==> config.mk <==
export PLATFORM = sky130hd
export DESIGN_NAME = sysu_ser_tx
export DESIGN_NICKNAME = d
export VERILOG_FILES = /design/src/rtl/sysu_ser_tx.sv
export SDC_FILE = /design/constraint.sdc
export NUM_CORES = 1
export LEC_CHECK = 0
export BUFFER_PORTS_ARGS = -buffer_cell sky130_fd_sc_hd__buf_4
export CELL_PAD_IN_SITES_DETAIL_PLACEMENT = 1
export CELL_PAD_IN_SITES_GLOBAL_PLACEMENT = 1
export CORE_AREA = 2 2 66 52
export CTS_CLUSTER_DIAMETER = 100
export CTS_CLUSTER_SIZE = 30
export DETAILED_ROUTE_END_ITERATION = 10
export DIE_AREA = 0 0 68 54
export PLACE_DENSITY_LB_ADDON = 0.1
export RECOVER_POWER = 50
export SLEW_MARGIN = 25
export SYNTH_ARGS = -nofsm -noshare
export SYNTH_HDL_FRONTEND = slang
export SYNTH_SLANG_ARGS = --single-unit --ignore-timing --ignore-initial --compat-mode --unroll-limit 50000
==> constraint.sdc <==
create_clock -name clk -period 2.6 [get_ports clk]
set_clock_uncertainty 0.1 [all_clocks]
set_input_delay 0.13 -clock clk [delete_from_list [all_inputs] [get_ports clk]]
set_output_delay 0.13 -clock clk [all_outputs]
set_load 0.05 [all_outputs]
==> src/rtl/sysu_ser_tx.sv <==
// sysu_ser_tx: serial frame transmitter for the sysu serial link.
// Frame = start bit (0), DATA_W data bits LSB first, optional even-parity bit, stop bit (1).
// Line idles high. Each bit is held for CLK_DIV clocks.
// Optional feature macro: SYSU_SER_TX_PARITY_EN. When defined, a PARITY state sends one
// even-parity bit between the last data bit and the stop bit. Port list is the same in both builds.
`timescale 1ns/1ps

module sysu_ser_tx #(
    parameter int DATA_W  = 8,
    parameter int CLK_DIV = 16,
    parameter int DELAY   = 3
) (
    input  logic              clk,
    input  logic              rst,
    input  logic [DATA_W-1:0] din,
    input  logic              load,
    output logic              ready,
    output logic              txd,
    output logic              done
);

    // A single-bit counter is still needed when DATA_W or CLK_DIV would give a zero width.
    localparam int BW  = (DATA_W  > 1) ? $clog2(DATA_W)  : 1;
    localparam int DVW = (CLK_DIV > 1) ? $clog2(CLK_DIV) : 1;

    localparam logic [BW-1:0]  BIT_LAST = BW'(DATA_W - 1);
    localparam logic [DVW-1:0] DIV_LAST = DVW'(CLK_DIV - 1);

    typedef enum logic [2:0] {
        S_IDLE   = 3'd0,
        S_START  = 3'd1,
        S_DATA   = 3'd2,
`ifdef SYSU_SER_TX_PARITY_EN
        S_PARITY = 3'd3,
`endif
        S_STOP   = 3'd4
    } state_t;

    state_t            state;
    logic [DVW-1:0]    div_cnt;
    logic [BW-1:0]     bit_cnt;
    logic [DATA_W-1:0] shreg;
    logic [DATA_W-1:0] sh_next;
    logic              txd_r;
    logic              ready_r;
    logic              done_r;
    logic              bit_end;
`ifdef SYSU_SER_TX_PARITY_EN
    logic              par_r;
`endif

    // Next shift-register value; using its bit 0 avoids indexing shreg[1] when DATA_W is 1.
    assign sh_next = shreg >> 1;

    // A bit period ends on the edge where the divider reaches its last count.
    assign bit_end = (div_cnt == DIV_LAST);

    // Frame sequencer: every output is registered so txd never glitches at state changes.
    always_ff @(posedge clk or posedge rst) begin
        if (rst) begin
            state   <= S_IDLE;
            div_cnt <= '0;
            bit_cnt <= '0;
            shreg   <= '0;
            txd_r   <= 1'b1;
            ready_r <= 1'b1;
            done_r  <= 1'b0;
`ifdef SYSU_SER_TX_PARITY_EN
            par_r   <= 1'b0;
`endif
        end else begin
            done_r <= 1'b0;
            case (state)
                S_IDLE: begin
                    txd_r   <= 1'b1;
                    ready_r <= 1'b1;
                    if (load) begin
                        // Accept: word is frozen here, later din changes are ignored.
                        shreg   <= din;
`ifdef SYSU_SER_TX_PARITY_EN
                        par_r   <= ^din;
`endif
                        div_cnt <= '0;
                        bit_cnt <= '0;
                        state   <= S_START;
                        txd_r   <= 1'b0;
                        ready_r <= 1'b0;
                    end
                end

                S_START: begin
                    if (bit_end) begin
                        div_cnt <= '0;
                        bit_cnt <= '0;
                        state   <= S_DATA;
                        txd_r   <= shreg[0];
                    end else begin
                        div_cnt <= div_cnt + 1'b1;
                    end
                end

                S_DATA: begin
                    if (bit_end) begin
                        div_cnt <= '0;
                        if (bit_cnt == BIT_LAST) begin
`ifdef SYSU_SER_TX_PARITY_EN
                            state <= S_PARITY;
                            txd_r <= par_r;
`else
                            state <= S_STOP;
                            txd_r <= 1'b1;
`endif
                        end else begin
                            bit_cnt <= bit_cnt + 1'b1;
                            shreg   <= sh_next;
                            txd_r   <= sh_next[0];
                        end
                    end else begin
                        div_cnt <= div_cnt + 1'b1;
                    end
                end

`ifdef SYSU_SER_TX_PARITY_EN
                S_PARITY: begin
                    if (bit_end) begin
                        div_cnt <= '0;
                        state   <= S_STOP;
                        txd_r   <= 1'b1;
                    end else begin
                        div_cnt <= div_cnt + 1'b1;
                    end
                end
`endif

                S_STOP: begin
                    if (bit_end) begin
                        // Frame complete: back to idle with a one-cycle done pulse.
                        div_cnt <= '0;
                        state   <= S_IDLE;
                        txd_r   <= 1'b1;
                        ready_r <= 1'b1;
                        done_r  <= 1'b1;
                    end else begin
                        div_cnt <= div_cnt + 1'b1;
                    end
                end

                default: begin
                    // Unreachable encodings recover to a quiet idle line.
                    state   <= S_IDLE;
                    div_cnt <= '0;
                    bit_cnt <= '0;
                    txd_r   <= 1'b1;
                    ready_r <= 1'b1;
                end
            endcase
        end
    end

    // Registered outputs reach the pins after the modelled propagation delay.
    assign #DELAY txd   = txd_r;
    assign #DELAY ready = ready_r;
    assign #DELAY done  = done_r;

endmodule

# --- Word-level counts from Yosys, hierarchy flattened ---
# Index checks and enable logic that the tools add are counted.
classes:
  n_addsub: 2
  n_mul: 0
  div: 0
  order_cmp: 0
  n_eq_ne: 11
  shifts: 0
  muxes: 26
  n_bitwise: 2
  n_reduce_logical: 9
ops:
  columns: ["operator", "count"]
  rows:
  - ["two-way mux 3 bit", 8]
  - ["two-way mux 8 bit", 3]
  - ["one-hot mux 3 bit (4 select lines)", 2]
  - ["one-hot mux 8 bit (2 select lines)", 1]
  - ["inequality test 2 bit, second input constant", 6]
  - ["AND reduction 5 bit", 2]
  - ["two-way mux 4 bit", 2]
  - ["one-hot mux 4 bit (2 select lines)", 1]
  - ["two-way mux 1 bit", 7]
  - ["== test 3 bit, second input constant", 2]
  - ["adder 4 x 1 -> 4 bit, second input constant", 1]
  - ["== test 4 bit, second input constant", 1]
  - ["one-hot mux 1 bit (4 select lines)", 1]
  - ["AND reduction 4 bit", 1]
  - ["adder 3 x 1 -> 3 bit, second input constant", 1]
  - ["== test 3 x 1 -> 1 bit, second input constant", 1]
  - ["== test 3 x 2 -> 1 bit, second input constant", 1]
  - ["zero test 3 bit", 1]
  - ["one-hot mux 1 bit (3 select lines)", 1]
  - ["AND reduction 3 bit", 1]
  - ["OR reduction 3 bit", 1]
  - ["inverter 1 bit", 2]
  - ["AND reduction 2 bit", 1]
  - ["nonzero test 2 bit", 1]
  - ["OR reduction 2 bit", 1]
word_totals:
  reg_bits: 21
  latch_bits: 0
  mem_bits_rw: 0
  rom_bits: 0
  input_bits: 11
  out_inout_bits: 3
  elab_cells: 57
  mem_count: 0

# --- Longest topological paths before layout ---
# Gate-level depths: netlist (run 1).
logic_depth:
  word_depth: 4
  ltp_mapped: 6
  depth_no_buf: 5

# --- Worst setup path after synthesis (run 1) ---
# Ideal clock, no wire load.
synth_timing:
  path_kind: "flip-flop to flip-flop"
  start: "register bit_cnt[0]"
  end: "register shreg[0]"
  setup_time_ns: 0.079
  arrival_ns: 1.811
  t_required_ns: 2.421
  setup_slack_ns: 0.609
  stages_incl_launch_ff: 6
  n_path_buf: 0
  synth_period_minus_slack_ns: 1.991
  path_cell_list: "dfrtp_1 > ha_1 > ha_1 > a2111oi_4 > a21boi_4 > a2bb2oi_1"
synth_between:
  elab_chain_len: 3
synth_lines:
  columns: ["item", "line_no", "text"]
  rows:
  - ["from (decl)", "41", "logic [BW-1:0] bit_cnt;"]
  - ["from (signal assigned)", "114", "bit_cnt <= bit_cnt + 1'b1;"]
  - ["== test 3 bit", "105", "if (bit_cnt == BIT_LAST) begin"]
  - ["inequality test 2 bit (no source line)", null, null]
  - ["AND reduction 4 bit (no source line)", null, null]
  - ["to (signal assigned)", "79", "shreg <= din;"]
  - ["to (signal assigned)", "115", "shreg <= sh_next;"]
  - ["to (decl)", "42", "logic [DATA_W-1:0] shreg;"]
# Every way passes these cells.
# A chain may end at the register's enable or synchronous reset.

# --- Final worst setup path (run 1) ---
layout_timing:
  start: "register bit_cnt[0]"
  end: "register shreg[6]"
# Same word-level chain as after synthesis.

==> metrics.txt, run 1 <==
core region area=3110 um^2; worst setup slack before clock tree synthesis=591 ps; Die Wd=68 um; last weighted congestion value of the routability-driven placer=0.698; final count of hold timing violations=0; number of top-level pins=14; transition time of the tightest slew-check pin=794 ps; die area=3670 um^2; Synth Warn #=0; Slew Limit Headroom=47.0%; mean routed wirelength per cell=16.0 um; signal arrival time at the worst endpoint=2090 ps; least setup slack across all paths after layout=592 ps; setup repair after global routing missed its margin=false; CP max FO=8; Final Net Count=135; M1 WL=1.31 mm; proportion of synthesized flip-flops having asynchronous set or reset=100%; fraction of layout cells with a size suffix above 1=20.0%; critical path class=flop to flop; Total Wirelength=2.56 mm; DRC violation count after routing=0; iteration-0 DRC count of the detailed router=33; clock tree from TritonCTS=done; initial antenna violation count=0; clock input transition at the sequential cells of the worst setup and hold paths=80 ps; Post-Synthesis Net Count=117; kind of end point of the critical path=flop; drt via density=5.49; path category of the worst min-delay check=input pin to flop; row count=18; number of sinks on the clock net=21; worst vdd rail ir drop=0.435 mV; wire length of the first global-routing pass=4.42 mm; Synth cell types=33; total met2 wirelength after detailed routing=1.13 mm; met3 wire length=75 um; main flop type after synthesis=sky130_fd_sc_hd__dfrtp_1; global-route total usage across every layer=16.9%; shortest period the worst path allows=2010 ps; effective utilization at floorplan=35.4%; largest net degree at the start of global routing=22; total of flip-flops plus latches after synthesis=21; number of H-tree levels=1; vias in the first global route=923; final-layout setup total negative slack=0 ps; number of instances in the synthesized netlist=103; number of flops mapped to enable cells by yosys=0; pins over their slew limit=0; via count=879; run status=completed; detailed-routing iteration count for the pre-antenna-repair pass=2; DRT antenna net count=0; post-synthesis sequential area ratio=48.0%; crit start category=flop; total clock buffers created by CTS=3; reported leakage power=0.548 nW; number of antenna repair diodes=0; Post-CTS Setup Inserts=0; final number of setup-violating endpoints=0; max-cap viol count=0; Achievable Freq=0.498 GHz; insertion delay of the later-clocked pin in the worst-skew pair=260 ps; top sig layer=met4; average cell area after synthesis=10.7 um^2; CP Data Required Time=2680 ps; DP Wirelength=1.81 mm; Final period util=77.2%; chip height=54 um; library cell used as clock root buffer=sky130_fd_sc_hd__clkbuf_8; CTS Buffer Depth=2; grt total ovfl=0; netlist area before placement=1100 um^2; synth-to-layout area growth=18.4%; port buffer count=13; power per cell area=1020 nW/um^2
where the power goes:
part           internal (W)  switching [W]  leakage, nW
clock network      0.000109       0.000111       0.0228
logic              0.000258       0.000272        0.273
registers          0.000461       0.000119        0.253
final cells by class:
cell class,instances,area [um^2]
clock buffer,4,45.0
fill,360,1810
inverter,3,11.3
multi-input combinational,74,539
sequential,21,528
tap,40,50.0
timing repair buffer,18,129
cells in the mapped netlist, types with 2 or more instances:
master	count	area (um^2)
sky130_fd_sc_hd__a21oi_1	7	35.0
sky130_fd_sc_hd__a22o_1	3	26.3
sky130_fd_sc_hd__a2bb2oi_1	8	70.1
sky130_fd_sc_hd__buf_2	2	10.0
sky130_fd_sc_hd__clkbuf_1	3	11.3
sky130_fd_sc_hd__dfrtp_1	19	475
sky130_fd_sc_hd__dfstp_2	2	52.6
sky130_fd_sc_hd__ha_1	3	37.5
sky130_fd_sc_hd__inv_1	3	11.3
sky130_fd_sc_hd__mux2_2	2	22.5
sky130_fd_sc_hd__nand2_1	5	18.8
sky130_fd_sc_hd__nand3_1	4	20.0
sky130_fd_sc_hd__nor2_1	6	22.5
sky130_fd_sc_hd__nor2b_1	2	12.5
sky130_fd_sc_hd__nor3_1	4	20.0
sky130_fd_sc_hd__o21a_1	2	15.0
sky130_fd_sc_hd__o21ai_0	5	25.0
sky130_fd_sc_hd__o22ai_1	8	50.1
cells by family (layout without fill, tap and decap cells):
| kind of cell | count (synthesis) | in the layout | share of synthesized area [%] |
|---|---|---|---|
| compound gates | 38 | 38 | 26.7 |
| simple gates | 28 | 28 | 14.3 |
| flops | 21 | 21 | 48.0 |
| buf+inv | 8 | 25 | 2.96 |
| fa+ha+maj | 3 | 3 | 3.41 |
| mux | 3 | 3 | 2.96 |
| xor+xnor | 2 | 2 | 1.59 |
flip-flops by register name, indices dropped and copies added (netlist names):
register  cells
div_cnt       4
state         3
shreg         8
done          1
ready         1
txd           1
bit_cnt       3
worst paths after layout:
path	endpoint	cells past startpoint	from	slack [ps]
max	shreg[6]	5	bit_cnt[0]	590
min reg2reg	bit_cnt[1]	1	bit_cnt[1]	410
max in group asynchronous	bit_cnt[2]	3	rst	1440
min in group asynchronous	div_cnt[2]	3	rst	460
max reg2reg	shreg[6]	5	bit_cnt[0]	590
min	shreg[2]	3	din[2]	90
per-stage QoR:
| step | total power (W) | hold slack (ps) | std cells | instance area, um^2 | util (%) |
|---|---|---|---|---|---|
| floorplan | 0.000985 | 5.05 | 103 | 1100 | - |
| global placement | 0.00112 | 253 | 154 | 1250 | 40.2 |
| detailed placement | 0.00113 | 247 | 154 | 1250 | 40.2 |
| CTS | 0.00136 | 87.8 | 160 | 1310 | 42.3 |
| global route | 0.00143 | 97.8 | 160 | 1300 | 41.9 |
| finish | 0.00133 | 88.9 | 160 | 1300 | 41.9 |
cell usage in the layout (no fill, tap or decap), types with 2 or more instances in the layout:
cell and n:
sky130_fd_sc_hd__dfrtp_1 19, sky130_fd_sc_hd__buf_4 12, sky130_fd_sc_hd__o22ai_1 8, sky130_fd_sc_hd__a2bb2oi_1 8, sky130_fd_sc_hd__a21oi_1 7, sky130_fd_sc_hd__nor2_1 6
sky130_fd_sc_hd__o21ai_0 5, sky130_fd_sc_hd__nand2_1 5, sky130_fd_sc_hd__nand3_1 4, sky130_fd_sc_hd__nor3_1 4, sky130_fd_sc_hd__clkbuf_1 4, sky130_fd_sc_hd__a22o_1 3
sky130_fd_sc_hd__inv_1 3, sky130_fd_sc_hd__ha_1 3, sky130_fd_sc_hd__clkbuf_8 3, sky130_fd_sc_hd__nor2b_1 2, sky130_fd_sc_hd__mux2_2 2, sky130_fd_sc_hd__o21a_1 2
sky130_fd_sc_hd__dlygate4sd3_1 2, sky130_fd_sc_hd__dfstp_2 2
per-layer routing:
layer | vias to the layer above | global-route usage (%)
li1 | 424 | -
met1 | 443 | 22.5
met2 | 8 | 26.5
met3 | 4 | 4.39
met4 | 0 | 6.00
met5 | - | 0
worst max-delay path, stage by stage, from the launching register on:
cell and delay (ps):
sky130_fd_sc_hd__dfrtp_1 390, sky130_fd_sc_hd__ha_1 210, sky130_fd_sc_hd__ha_1 280, sky130_fd_sc_hd__a2111oi_4 400
sky130_fd_sc_hd__a21boi_4 350, sky130_fd_sc_hd__a2bb2oi_1 200
what timing repair did:
item | in CTS | in global routing
endpoints found under the hold margin | 20 | 0
hold buffers | 2 | 0
resized for setup | 0 | 0
Power figures use the tool's default switching activity.
==> run 2: changes to the inputs <==
clock period = 1.75 ns   (was 2.6 ns; I/O delays follow)
==> metrics.txt, run 2 (synthesized netlist as in run 1, its figures left out) <==
run status=complete, but fails checks; violations in the final reports=negative setup slack; most used cells in the layout excluding fill and tap cells=27 x sky130_fd_sc_hd__buf_4, 19 x sky130_fd_sc_hd__dfrtp_1, 8 x sky130_fd_sc_hd__o22ai_1, 8 x sky130_fd_sc_hd__a2bb2oi_2, 7 x sky130_fd_sc_hd__a21oi_1; detailed-routing iteration count for the pre-antenna-repair pass=4 (+2); drt via density=5.41 (-1.6%); fraction of layout cells with a size suffix above 1=40.0% (+20 points); global-route total usage across every layer=18.1% (+1.2 points); die area=3670 um^2 (unchanged); internal power summed over all cells=0.00141 W (+71%); clock input transition at the sequential cells of the worst setup and hold paths=80 ps (about the same); shortest period the worst path allows=1870 ps (-142 ps); worst vdd rail ir drop=0.661 mV (+52%); post-detailed-placement cell area=1350 um^2 (+8.2%); switching component of the power=0.000815 W (+62%); row count=18 (unchanged); wire length of the first global-routing pass=4.66 mm (+5.6%); Die Wd=68 um (unchanged); Final period util=107% (+29 points); initial antenna violation count=0 (unchanged); power per cell area=1460 nW/um^2 (+43%); path category of the worst min-delay check=input pin to flop; number of sinks on the clock net=21 (unchanged); Slew Limit Headroom=63.1% (+16 points); CP max FO=8 (unchanged); Achievable Freq=0.536 GHz (+7.6%); effective utilization at floorplan=35.4% (unchanged); top register by number of flip-flops=shreg; final count of hold timing violations=0 (unchanged); least setup slack across all paths after layout=-116 ps (-708 ps); port buffer count=13 (unchanged); sequential share of power=37.6% (-6.0 points); setup repair after global routing missed its margin=true; core region area=3110 um^2 (unchanged); met2 track demand over resource in global routing=28.8% (+2.3 points); final number of setup-violating endpoints=8 (+8); critical path class=flop to flop; crit start category=flop; global routing usage on met3=5.02% (+0.63 points); met1 Resource Use GR=24.5% (+1.9 points); kind of end point of the critical path=flop; clock tree from TritonCTS=done; Design Area, Final=1530 um^2 (+17%); CTS Buffer Depth=2 (unchanged); number of top-level pins=14 (unchanged); largest net degree at the start of global routing=22 (unchanged); DRC violation count after routing=0 (unchanged); non-filler cells in the finished layout=175 (+9.4%); Final Net Count=150 (+11%); insertion delay of the later-clocked pin in the worst-skew pair=270 ps (about the same); reported leakage power=0.662 nW (+21%); iteration-0 DRC count of the detailed router=33 (unchanged); via count=946 (+7.6%); global routing's busiest layer=met2; transition time of the tightest slew-check pin=554 ps (-240 ps); vias in the first global route=905 (-2.0%); CP Data Required Time=1850 ps (-830 ps); utilization after layout=49.2% (+7.3 points); most common library cell in the layout ignoring fill and taps=sky130_fd_sc_hd__buf_4; Total Wirelength=2.97 mm (+16%); worst slack on hold paths=45.6 ps (-43.3 ps); mean routed wirelength per cell=17.0 um (+6.2%); Clock Power Share=14.6% (-2.0 points); number of antenna repair diodes=0 (unchanged); total clock buffers created by CTS=3 (unchanged); fraction of power consumed by combinational cells=47.8% (+8.0 points); last weighted congestion value of the routability-driven placer=0.775 (+11%); pins over their slew limit=0 (unchanged); Filler Cell Count=355 (-1.4%); placed cell count=164 (+6.5%); DRT antenna net count=0 (unchanged); number of H-tree levels=1 (unchanged); signal arrival time at the worst endpoint=1960 ps (-130 ps); total design power=0.00223 W (+67%); max reg flops=8 (unchanged); max-cap viol count=0 (unchanged); chip height=54 um (unchanged); grt total ovfl=0 (unchanged); synth-to-layout area growth=39.0%; switching part of the total=36.6% (-1.1 points); library cell used as clock root buffer=sky130_fd_sc_hd__clkbuf_8; Top Registers=shreg: 8 flops, div_cnt: 4 flops; DP Wirelength=2.04 mm (+13%); reg-to-reg slack, setup=-120 ps (-710 ps)
[run 2: cell types whose count changed in the layout (fill, tap and decap cells not counted), sizes merged]
| cell | change |
|---|---|
| clkbuf | -2 |
| buf | +17 |
[run 2: worst paths after layout]
| path | start | endpoint | cells past startpoint |
|---|---|---|---|
| max | bit_cnt[1] | shreg[2] | 6 |
| min reg2reg | ready | ready | 2 |
| max reg2reg | bit_cnt[1] | shreg[2] | 6 |
| min in group asynchronous | rst | shreg[3] | 4 |
| min | din[3] | shreg[3] | 3 |
| max in group asynchronous | rst | ready | 4 |
[run 2: repair_timing]
| action | CTS | global route |
|---|---|---|
| pin swaps | 1 | 4 |
| hold endpoints to repair | 20 | 0 |
| setup buffers | 3 | 3 |
| hold buffers | 2 | 0 |
| gates resized for setup | 2 | 9 |
| setup endpoints to repair | 8 | 11 |
[run 2: final cells by class]
class | count | area (um^2) | area share, %
Timing Repair Buffer | 33 | 275 | 18.0
Sequential cell | 21 | 528 | 34.5
Inverter | 3 | 11.3 | 0.736
Tap cell | 40 | 50.0 | 3.27
Multi-Input combinational cell | 74 | 619 | 40.5
Clock buffer | 4 | 45.0 | 2.95
[run 2: layer usage]
layer,up-vias,wire (um)
met2,13,1400
met5,-,0
met4,0,21
met1,474,1450
li1,457,-
met3,2,103
[run 2: power by group through the flow]
stage	Clock [W]	Combinational [W]	Sequential, W
floorplan	0	0.000587	0.000876
global placement	0	0.000927	0.000825
detailed placement	0	0.000950	0.000833
CTS	0.000342	0.000978	0.000829
global route	0.000362	0.00115	0.000865
finish	0.000326	0.00106	0.000838
[run 2: per-stage QoR]
stage / TNS, ps / setup slack (ps)
finish: -736 / -116
global route: -1590 / -207
CTS: -472 / -64.8
detailed placement: -340 / -97.6
global placement: 0 / 5.45
floorplan: -716 / -91.3
[run 2: critical path, stage by stage (launching register included)]
cell and delay [ps]:
sky130_fd_sc_hd__dfrtp_1 380, sky130_fd_sc_hd__ha_2 200, sky130_fd_sc_hd__ha_4 180, sky130_fd_sc_hd__a2111oi_4 390
sky130_fd_sc_hd__a21boi_4 260, sky130_fd_sc_hd__buf_12 150, sky130_fd_sc_hd__a2bb2oi_2 140
